--- config.mk ---
export PLATFORM = sky130hd
export DESIGN_NAME = uart_rx_fsm_flat
export DESIGN_NICKNAME = d
export VERILOG_FILES = /design/src/rtl/uart_rx_fsm_if.sv /design/src/rtl/uart_rx_fsm.sv /design/src/flat_wrapper.sv
export SDC_FILE = /design/constraint.sdc
export NUM_CORES = 1
export LEC_CHECK = 0
export BUFFER_PORTS_ARGS = -buffer_cell sky130_fd_sc_hd__buf_2
export CAP_MARGIN = 20
export CORE_AREA = 2 2 39 41
export DETAILED_ROUTE_END_ITERATION = 10
export DIE_AREA = 0 0 41 43
export SLEW_MARGIN = 20
export SYNTH_ARGS = -nofsm -noshare
export SYNTH_HDL_FRONTEND = slang
export SYNTH_SLANG_ARGS = --single-unit
--- constraint.sdc ---
create_clock -name CLK -period 5.3 [get_ports CLK]
set_input_delay 0.795 -clock CLK [delete_from_list [all_inputs] [get_ports CLK]]
set_output_delay 0.795 -clock CLK [all_outputs]
set_load 0.02 [all_outputs]
--- src/rtl/uart_rx_fsm_if.sv ---
// Control/status bundle between the UART receive FSM and its edge/bit counter,
// sampler, deserializer and check blocks.
interface uart_rx_fsm_if #(
   parameter int unsigned PRESCALE_W = 6
);
   logic                  RX_IN;
   logic                  PAR_EN;
   logic [PRESCALE_W-1:0] PRESCALE;
   logic [3:0]            BIT_CNT;
   logic [PRESCALE_W-1:0] EDGE_CNT;
   logic                  STRT_GLITCH;
   logic                  PAR_ERR;
   logic                  STP_ERR;
   logic                  CNT_EN;
   logic                  SMPL_EN;
   logic                  DESER_EN;
   logic                  STRT_CHK_EN;
   logic                  PAR_CHK_EN;
   logic                  STP_CHK_EN;
   logic                  DATA_VALID;
   logic                  FRAME_ERR;

   modport slave (
      input  RX_IN, PAR_EN, PRESCALE, BIT_CNT, EDGE_CNT, STRT_GLITCH, PAR_ERR, STP_ERR,
      output CNT_EN, SMPL_EN, DESER_EN, STRT_CHK_EN, PAR_CHK_EN, STP_CHK_EN,
             DATA_VALID, FRAME_ERR
   );

   modport master (
      output RX_IN, PAR_EN, PRESCALE, BIT_CNT, EDGE_CNT, STRT_GLITCH, PAR_ERR, STP_ERR,
      input  CNT_EN, SMPL_EN, DESER_EN, STRT_CHK_EN, PAR_CHK_EN, STP_CHK_EN,
             DATA_VALID, FRAME_ERR
   );
endinterface

--- src/rtl/uart_rx_fsm.sv ---
// UART receive control FSM: sequences start/data/parity/stop bits and strobes.
// Parity support is built only when UART_RX_PARITY_EN is defined.
module uart_rx_fsm #(
   parameter int unsigned PRESCALE_W = 6
) (
   input  logic          CLK,
   input  logic          RST,
   uart_rx_fsm_if.slave  bus
);

`ifdef UART_RX_PARITY_EN
   typedef enum logic [2:0] {IDLE, START, DATA, PARITY, STOP, ERR_CHK} state_e;
`else
   typedef enum logic [2:0] {IDLE, START, DATA, STOP, ERR_CHK} state_e;
`endif

   state_e state_q, state_d;
   logic   last;
   logic   frame_bad;

   assign last = (bus.EDGE_CNT == (bus.PRESCALE - PRESCALE_W'(1)));

`ifdef UART_RX_PARITY_EN
   logic par_en_q, par_en_d;
   assign frame_bad = bus.PAR_ERR | bus.STP_ERR;
`else
   logic unused_par;
   assign unused_par = bus.PAR_EN ^ bus.PAR_ERR;
   assign frame_bad  = bus.STP_ERR;
`endif

   always_ff @(posedge CLK or negedge RST) begin
      if (!RST) begin
         state_q  <= IDLE;
`ifdef UART_RX_PARITY_EN
         par_en_q <= 1'b0;
`endif
      end else begin
         state_q  <= state_d;
`ifdef UART_RX_PARITY_EN
         par_en_q <= par_en_d;
`endif
      end
   end

   always_comb begin
      state_d         = state_q;
`ifdef UART_RX_PARITY_EN
      par_en_d        = par_en_q;
`endif
      bus.CNT_EN      = 1'b0;
      bus.SMPL_EN     = 1'b0;
      bus.DESER_EN    = 1'b0;
      bus.STRT_CHK_EN = 1'b0;
      bus.PAR_CHK_EN  = 1'b0;
      bus.STP_CHK_EN  = 1'b0;
      bus.DATA_VALID  = 1'b0;
      bus.FRAME_ERR   = 1'b0;
      unique case (state_q)
         IDLE: begin
            if (!bus.RX_IN) begin
               state_d  = START;
`ifdef UART_RX_PARITY_EN
               par_en_d = bus.PAR_EN;
`endif
            end
         end
         START: begin
            bus.CNT_EN      = 1'b1;
            bus.SMPL_EN     = 1'b1;
            bus.STRT_CHK_EN = last;
            if (last) state_d = bus.STRT_GLITCH ? IDLE : DATA;
         end
         DATA: begin
            bus.CNT_EN   = 1'b1;
            bus.SMPL_EN  = 1'b1;
            bus.DESER_EN = last;
            if (last && (bus.BIT_CNT == 4'd8)) begin
`ifdef UART_RX_PARITY_EN
               state_d = par_en_q ? PARITY : STOP;
`else
               state_d = STOP;
`endif
            end
         end
`ifdef UART_RX_PARITY_EN
         PARITY: begin
            bus.CNT_EN     = 1'b1;
            bus.SMPL_EN    = 1'b1;
            bus.PAR_CHK_EN = last;
            if (last) state_d = STOP;
         end
`endif
         STOP: begin
            bus.CNT_EN     = 1'b1;
            bus.SMPL_EN    = 1'b1;
            bus.STP_CHK_EN = last;
            if (last) state_d = ERR_CHK;
         end
         ERR_CHK: begin
            // Single-cycle verdict; a low line here is the next frame's start bit.
            bus.DATA_VALID = ~frame_bad;
            bus.FRAME_ERR  = frame_bad;
            if (!bus.RX_IN) begin
               state_d  = START;
`ifdef UART_RX_PARITY_EN
               par_en_d = bus.PAR_EN;
`endif
            end else begin
               state_d = IDLE;
            end
         end
         default: state_d = IDLE;
      endcase
   end

endmodule

--- src/flat_wrapper.sv ---
// flat-port wrapper written by rule: the top's interface ports become plain ports
module uart_rx_fsm_flat 
#(
   parameter int unsigned PRESCALE_W = 6
)
  (CLK, RST, bus_RX_IN, bus_PAR_EN, bus_PRESCALE, bus_BIT_CNT, bus_EDGE_CNT, bus_STRT_GLITCH, bus_PAR_ERR, bus_STP_ERR, bus_CNT_EN, bus_SMPL_EN, bus_DESER_EN, bus_STRT_CHK_EN, bus_PAR_CHK_EN, bus_STP_CHK_EN, bus_DATA_VALID, bus_FRAME_ERR);
  uart_rx_fsm_if #(.PRESCALE_W(PRESCALE_W)) bus_i ();
  input  logic CLK;
  input  logic RST;
  input wire logic [$bits(bus_i.RX_IN)-1:0] bus_RX_IN;
  input wire logic [$bits(bus_i.PAR_EN)-1:0] bus_PAR_EN;
  input wire logic [$bits(bus_i.PRESCALE)-1:0] bus_PRESCALE;
  input wire logic [$bits(bus_i.BIT_CNT)-1:0] bus_BIT_CNT;
  input wire logic [$bits(bus_i.EDGE_CNT)-1:0] bus_EDGE_CNT;
  input wire logic [$bits(bus_i.STRT_GLITCH)-1:0] bus_STRT_GLITCH;
  input wire logic [$bits(bus_i.PAR_ERR)-1:0] bus_PAR_ERR;
  input wire logic [$bits(bus_i.STP_ERR)-1:0] bus_STP_ERR;
  output wire logic [$bits(bus_i.CNT_EN)-1:0] bus_CNT_EN;
  output wire logic [$bits(bus_i.SMPL_EN)-1:0] bus_SMPL_EN;
  output wire logic [$bits(bus_i.DESER_EN)-1:0] bus_DESER_EN;
  output wire logic [$bits(bus_i.STRT_CHK_EN)-1:0] bus_STRT_CHK_EN;
  output wire logic [$bits(bus_i.PAR_CHK_EN)-1:0] bus_PAR_CHK_EN;
  output wire logic [$bits(bus_i.STP_CHK_EN)-1:0] bus_STP_CHK_EN;
  output wire logic [$bits(bus_i.DATA_VALID)-1:0] bus_DATA_VALID;
  output wire logic [$bits(bus_i.FRAME_ERR)-1:0] bus_FRAME_ERR;
  assign bus_i.RX_IN = bus_RX_IN;
  assign bus_i.PAR_EN = bus_PAR_EN;
  assign bus_i.PRESCALE = bus_PRESCALE;
  assign bus_i.BIT_CNT = bus_BIT_CNT;
  assign bus_i.EDGE_CNT = bus_EDGE_CNT;
  assign bus_i.STRT_GLITCH = bus_STRT_GLITCH;
  assign bus_i.PAR_ERR = bus_PAR_ERR;
  assign bus_i.STP_ERR = bus_STP_ERR;
  assign bus_CNT_EN = bus_i.CNT_EN;
  assign bus_SMPL_EN = bus_i.SMPL_EN;
  assign bus_DESER_EN = bus_i.DESER_EN;
  assign bus_STRT_CHK_EN = bus_i.STRT_CHK_EN;
  assign bus_PAR_CHK_EN = bus_i.PAR_CHK_EN;
  assign bus_STP_CHK_EN = bus_i.STP_CHK_EN;
  assign bus_DATA_VALID = bus_i.DATA_VALID;
  assign bus_FRAME_ERR = bus_i.FRAME_ERR;
  uart_rx_fsm #(.PRESCALE_W(PRESCALE_W)) u_core (.CLK(CLK), .RST(RST), .bus(bus_i));
endmodule
==> reports/results.md <==
| Step | Quantity | Value |
|---|---|---|
| global route | Number of antenna violations at the first check in global routing | 0 |
| layout | Post-layout net count | 104 |
| routing | Via count | 456 |
| setup path | Worst Setup Start Kind | input port |
| power | IR drop worst, VDD | 77.54 uV |
| clocking | Root buffer selected by CTS | clkbuf_4 |
| placed design | GP Congestion | 0.6188 |
| die | Area of the die | 0.001763 sq mm |
| run status | Run status | finished, final reports clean |
| clocking | Clock latency of the later-clocked register in the worst-skew pair | 0.23 ns |
| flow run | Count of max-cap constraint violations | 0 |
| synthesis | #FFs+latches synth | 3 |
| routing | Wirelength per Cell | 9.379 microns |
| timing | # setup viols final | 0 |
| setup path | Cell chain of the critical path | buf_2 -> inv_1 -> ha_1 -> or3_1 -> a31o_2 -> or2_1 -> nor4b_2 -> buf_2 |
| timing | Final worst hold slack | 0.3447 ns |
| setup path | Crit path depth | 8 |
| synthesis | Synth Warn # | 0 |
| timing | Setup TNS | 0 ns |
| setup path | CP delay by family, top | simple AND/OR/NAND/NOR gates |
| clocking | # resized after CTS | 0 |
| setup path | Number of buffers and inverters on the critical path | 3 |
| synthesis | Synthesized netlist cell count | 53 |
| layout | Number of flip-flops under the largest register name | 3 |
| synthesis | Top post-synthesis cells by area | dfrtp_1, xnor2_1, nor3_1, nor2_1, nor4_1 |
| synthesis | Netlist area before placement | 415.4 sq um |
| global route | Largest net degree at the start of global routing | 11 |
| worst hold path | Class of the tightest hold or removal check | in -> async |
| global route | First-pass GRT wire length | 1.414 mm |
| setup path | CP max-delay cell | or3_1 |
| setup path | R2R cell count | 4 |
| synthesis | Post-synth top area share | 18.07% |
| routing | Post-DR vias/cell | 4.800 |
| setup path | Setup crit end kind | output port |
| die | Standard-cell rows | 14 |
| clocking | Post-CTS Setup Bufs | 0 |
| power | Total leakage power | 0.2788 nW |
| setup path | Maximum single-stage delay on the critical path | 0.37 ns |
| setup path | Cell occurring most often along the worst timing path | buf_2 |
| clocking | Number of hold buffers added after CTS | 0 |
| setup path | Worst Path Class, Setup | in -> out |
| timing | Fin crit period | 3.329 ns |
| timing | Setup repair after global routing missed its margin | false |
| layout | Largest register by flop count | u_core.state_q |
| die | Height of the die | 43 microns |
| setup path | Req. time, crit path | 4.51 ns |
| layout | Antenna diodes | 0 |
| layout | Filler cells | 158 |
| power | Power density over the cells | 271.8 mW/mm^2 |
| placed design | Number of port buffers | 27 |
| synthesis | Sequential element share of the synthesized area | 18.07% |
| setup path | Worst-path maximum fanout | 6 |
| die | Core region area | 0.001384 sq mm |
| routing | Total iterations of the first detailed-routing run | 2 |
| routing | Antenna-violating nets left | 0 |
| synthesis | Async S/R FF share, synth | 100.0% |
| timing | Count of pins over their slew limit | 0 |
| global route | Total congestion overflow after global routing | 0 |
| synthesis | Mean instance size in the synthesized netlist | 7.838 sq um |
| clocking | Number of buffers between clock root and the deepest sink | 2 |
| global route | Gr usage total | 11.65% |
| synthesis | Largest area contributor in the synthesized netlist | dfrtp_1 |
| clocking | Number of buffers created by CTS | 3 |
| clocking | TritonCTS clock tree | done |
| global route | Number of global-route vias before repair | 398 |
| clocking | Clock-pin slew on the worst setup and hold paths | 0.04 ns |
| timing | Share of the clock period used by the worst path | 62.82% |
| layout | Area growth, synth to finish | 35.54% |
| timing | Skew final | 0.002260 ns |
| clocking | Sink Count | 3 |
| routing | DR iter-0 viols | 2 |
| placed design | Post-detailed-placement half-perimeter wirelength | 778.1 microns |
| die | Starting Density | 30.02% |
| synthesis | Count of flip-flops with a built-in enable after synthesis | 0 |
| die | X dimension of the die | 41 microns |
| synthesis | Number of distinct standard cells referenced by the synthesized netlist | 29 |
| layout | Share of final-layout standard cells stronger than drive strength 1 | 45.57% |
| layout | Largest registers in the final layout | u_core.state_q: 3 flops |
| routing | Final Routed Wirelength | 891 microns |
| setup path | Data arrival time of the critical path | 2.53 ns |
| synthesis | Synth Flop Type | dfrtp_1 |
| timing | Endpoints failing hold | 0 |
| clocking | Number of H-tree levels | 1 |
| synthesis | Synth Net Count | 77 |
| die | Top-level I/O count | 31 |
| timing | Highest achievable clock rate | 300.4 MHz |
| routing | DRC violation count after routing | 0 |
==> cells in the final DEF, fill, tap and decap left out <==
cell	instances
buf_2	27
nor2_1	5
a211o_1	1
nor4b_2	1
o21ai_0	1
conb_1	1
inv_1	4
a31oi_1	1
or2_1	1
ha_1	1
or4_4	1
clkbuf_1	1
nor2b_1	2
xor2_1	2
nand4_2	1
nor3_1	5
dfrtp_1	3
a31o_2	1
o311ai_0	1
nand4_1	1
nor4_1	3
clkbuf_4	3
and3_1	1
xnor2_1	4
nand2_1	1
o21ai_2	1
or3_1	3
o31ai_2	1
and3b_1	1
==> per-stage QoR <==
| stage | worst slack [ns] | area, sq um | std cells | total power [mW] | util (%) |
|---|---|---|---|---|---|
| 2_1_floorplan | 1.905 | 415.4 | 53 | 0.09686 | - |
| 3_3_place_gp | 2.002 | 536.8 | 91 | 0.1126 | 38.79 |
| 5_1_grt | 1.843 | 563.0 | 95 | 0.1670 | 40.69 |
| 3_5_place_dp | 1.965 | 536.8 | 91 | 0.1137 | 38.79 |
| 4_1_cts | 1.964 | 563.0 | 95 | 0.1554 | 40.69 |
| 6_report | 1.971 | 563.0 | 95 | 0.1530 | 40.69 |
==> Yosys cell counts (all sizes together) (2+ instances only) <==
cell type / instances
nor2: 5
xor2: 2
xnor2: 4
inv: 4
o21ai: 2
dfrtp: 3
nor2b: 2
nand4: 2
clkbuf: 2
or3: 3
buf: 3
nor4: 3
nor3: 5
==> worst register-to-register path, stage by stage (launching register included) <==
cell and delay (ns):
dfrtp_1 0.47, nor4_1 0.30, nand4_1 0.13, nor3_1 0.16, a211o_1 0.12
==> worst paths after layout <==
check	from	slack, ns	endpoint
max in group asynchronous	RST	4.85	u_core.state_q[2]
min in group CLK	u_core.state_q[0]	0.65	u_core.state_q[2]
hold reg to reg	u_core.state_q[0]	0.65	u_core.state_q[2]
setup reg to reg	u_core.state_q[2]	4.05	u_core.state_q[0]
setup / recovery	bus_PRESCALE[0]	1.97	bus_DESER_EN
hold / removal	RST	0.34	u_core.state_q[0]
==> layout make-up <==
type	count	area (sq um)	share of cell area (%)
Multi-Input combinational cell	41	291.5	51.78
Clock buffer	4	26.28	4.667
Sequential cell	3	75.07	13.33
Timing Repair Buffer	27	135.1	24.00
Inverter	4	15.01	2.667
Tap cell	16	20.02	3.556
==> cell families after synthesis <==
group	after synthesis	share of synthesized area, %
adder cells (fa/ha/maj)	1	3.012
buffers and inverters	9	11.75
AO/OA/AOI/OAI	7	14.16
AND/OR/NAND/NOR	26	39.46
XOR/XNOR	6	12.65
other	1	0.9027
flip-flops	3	18.07
==> power by group <==
part / total, mW / switching (mW) / leakage, nW / internal, mW
logic: 0.0686 / 0.0381 / 0.227 / 0.0305
registers: 0.0440 / 0.0139 / 0.0372 / 0.0301
clock network: 0.0404 / 0.0121 / 0.0150 / 0.0282
==> metal layers <==
layer	global-route usage [%]	part of all wire (%)	routed length, microns	vias up
met1	10.61	39	346	192
met5	0	0	0	-
li1	-	-	-	240
met3	3.141	9.9	88	2
met2	21.25	49	439	22
met4	6.000	1.9	17	0
Note: power is estimated with default switching activity, not from simulation.
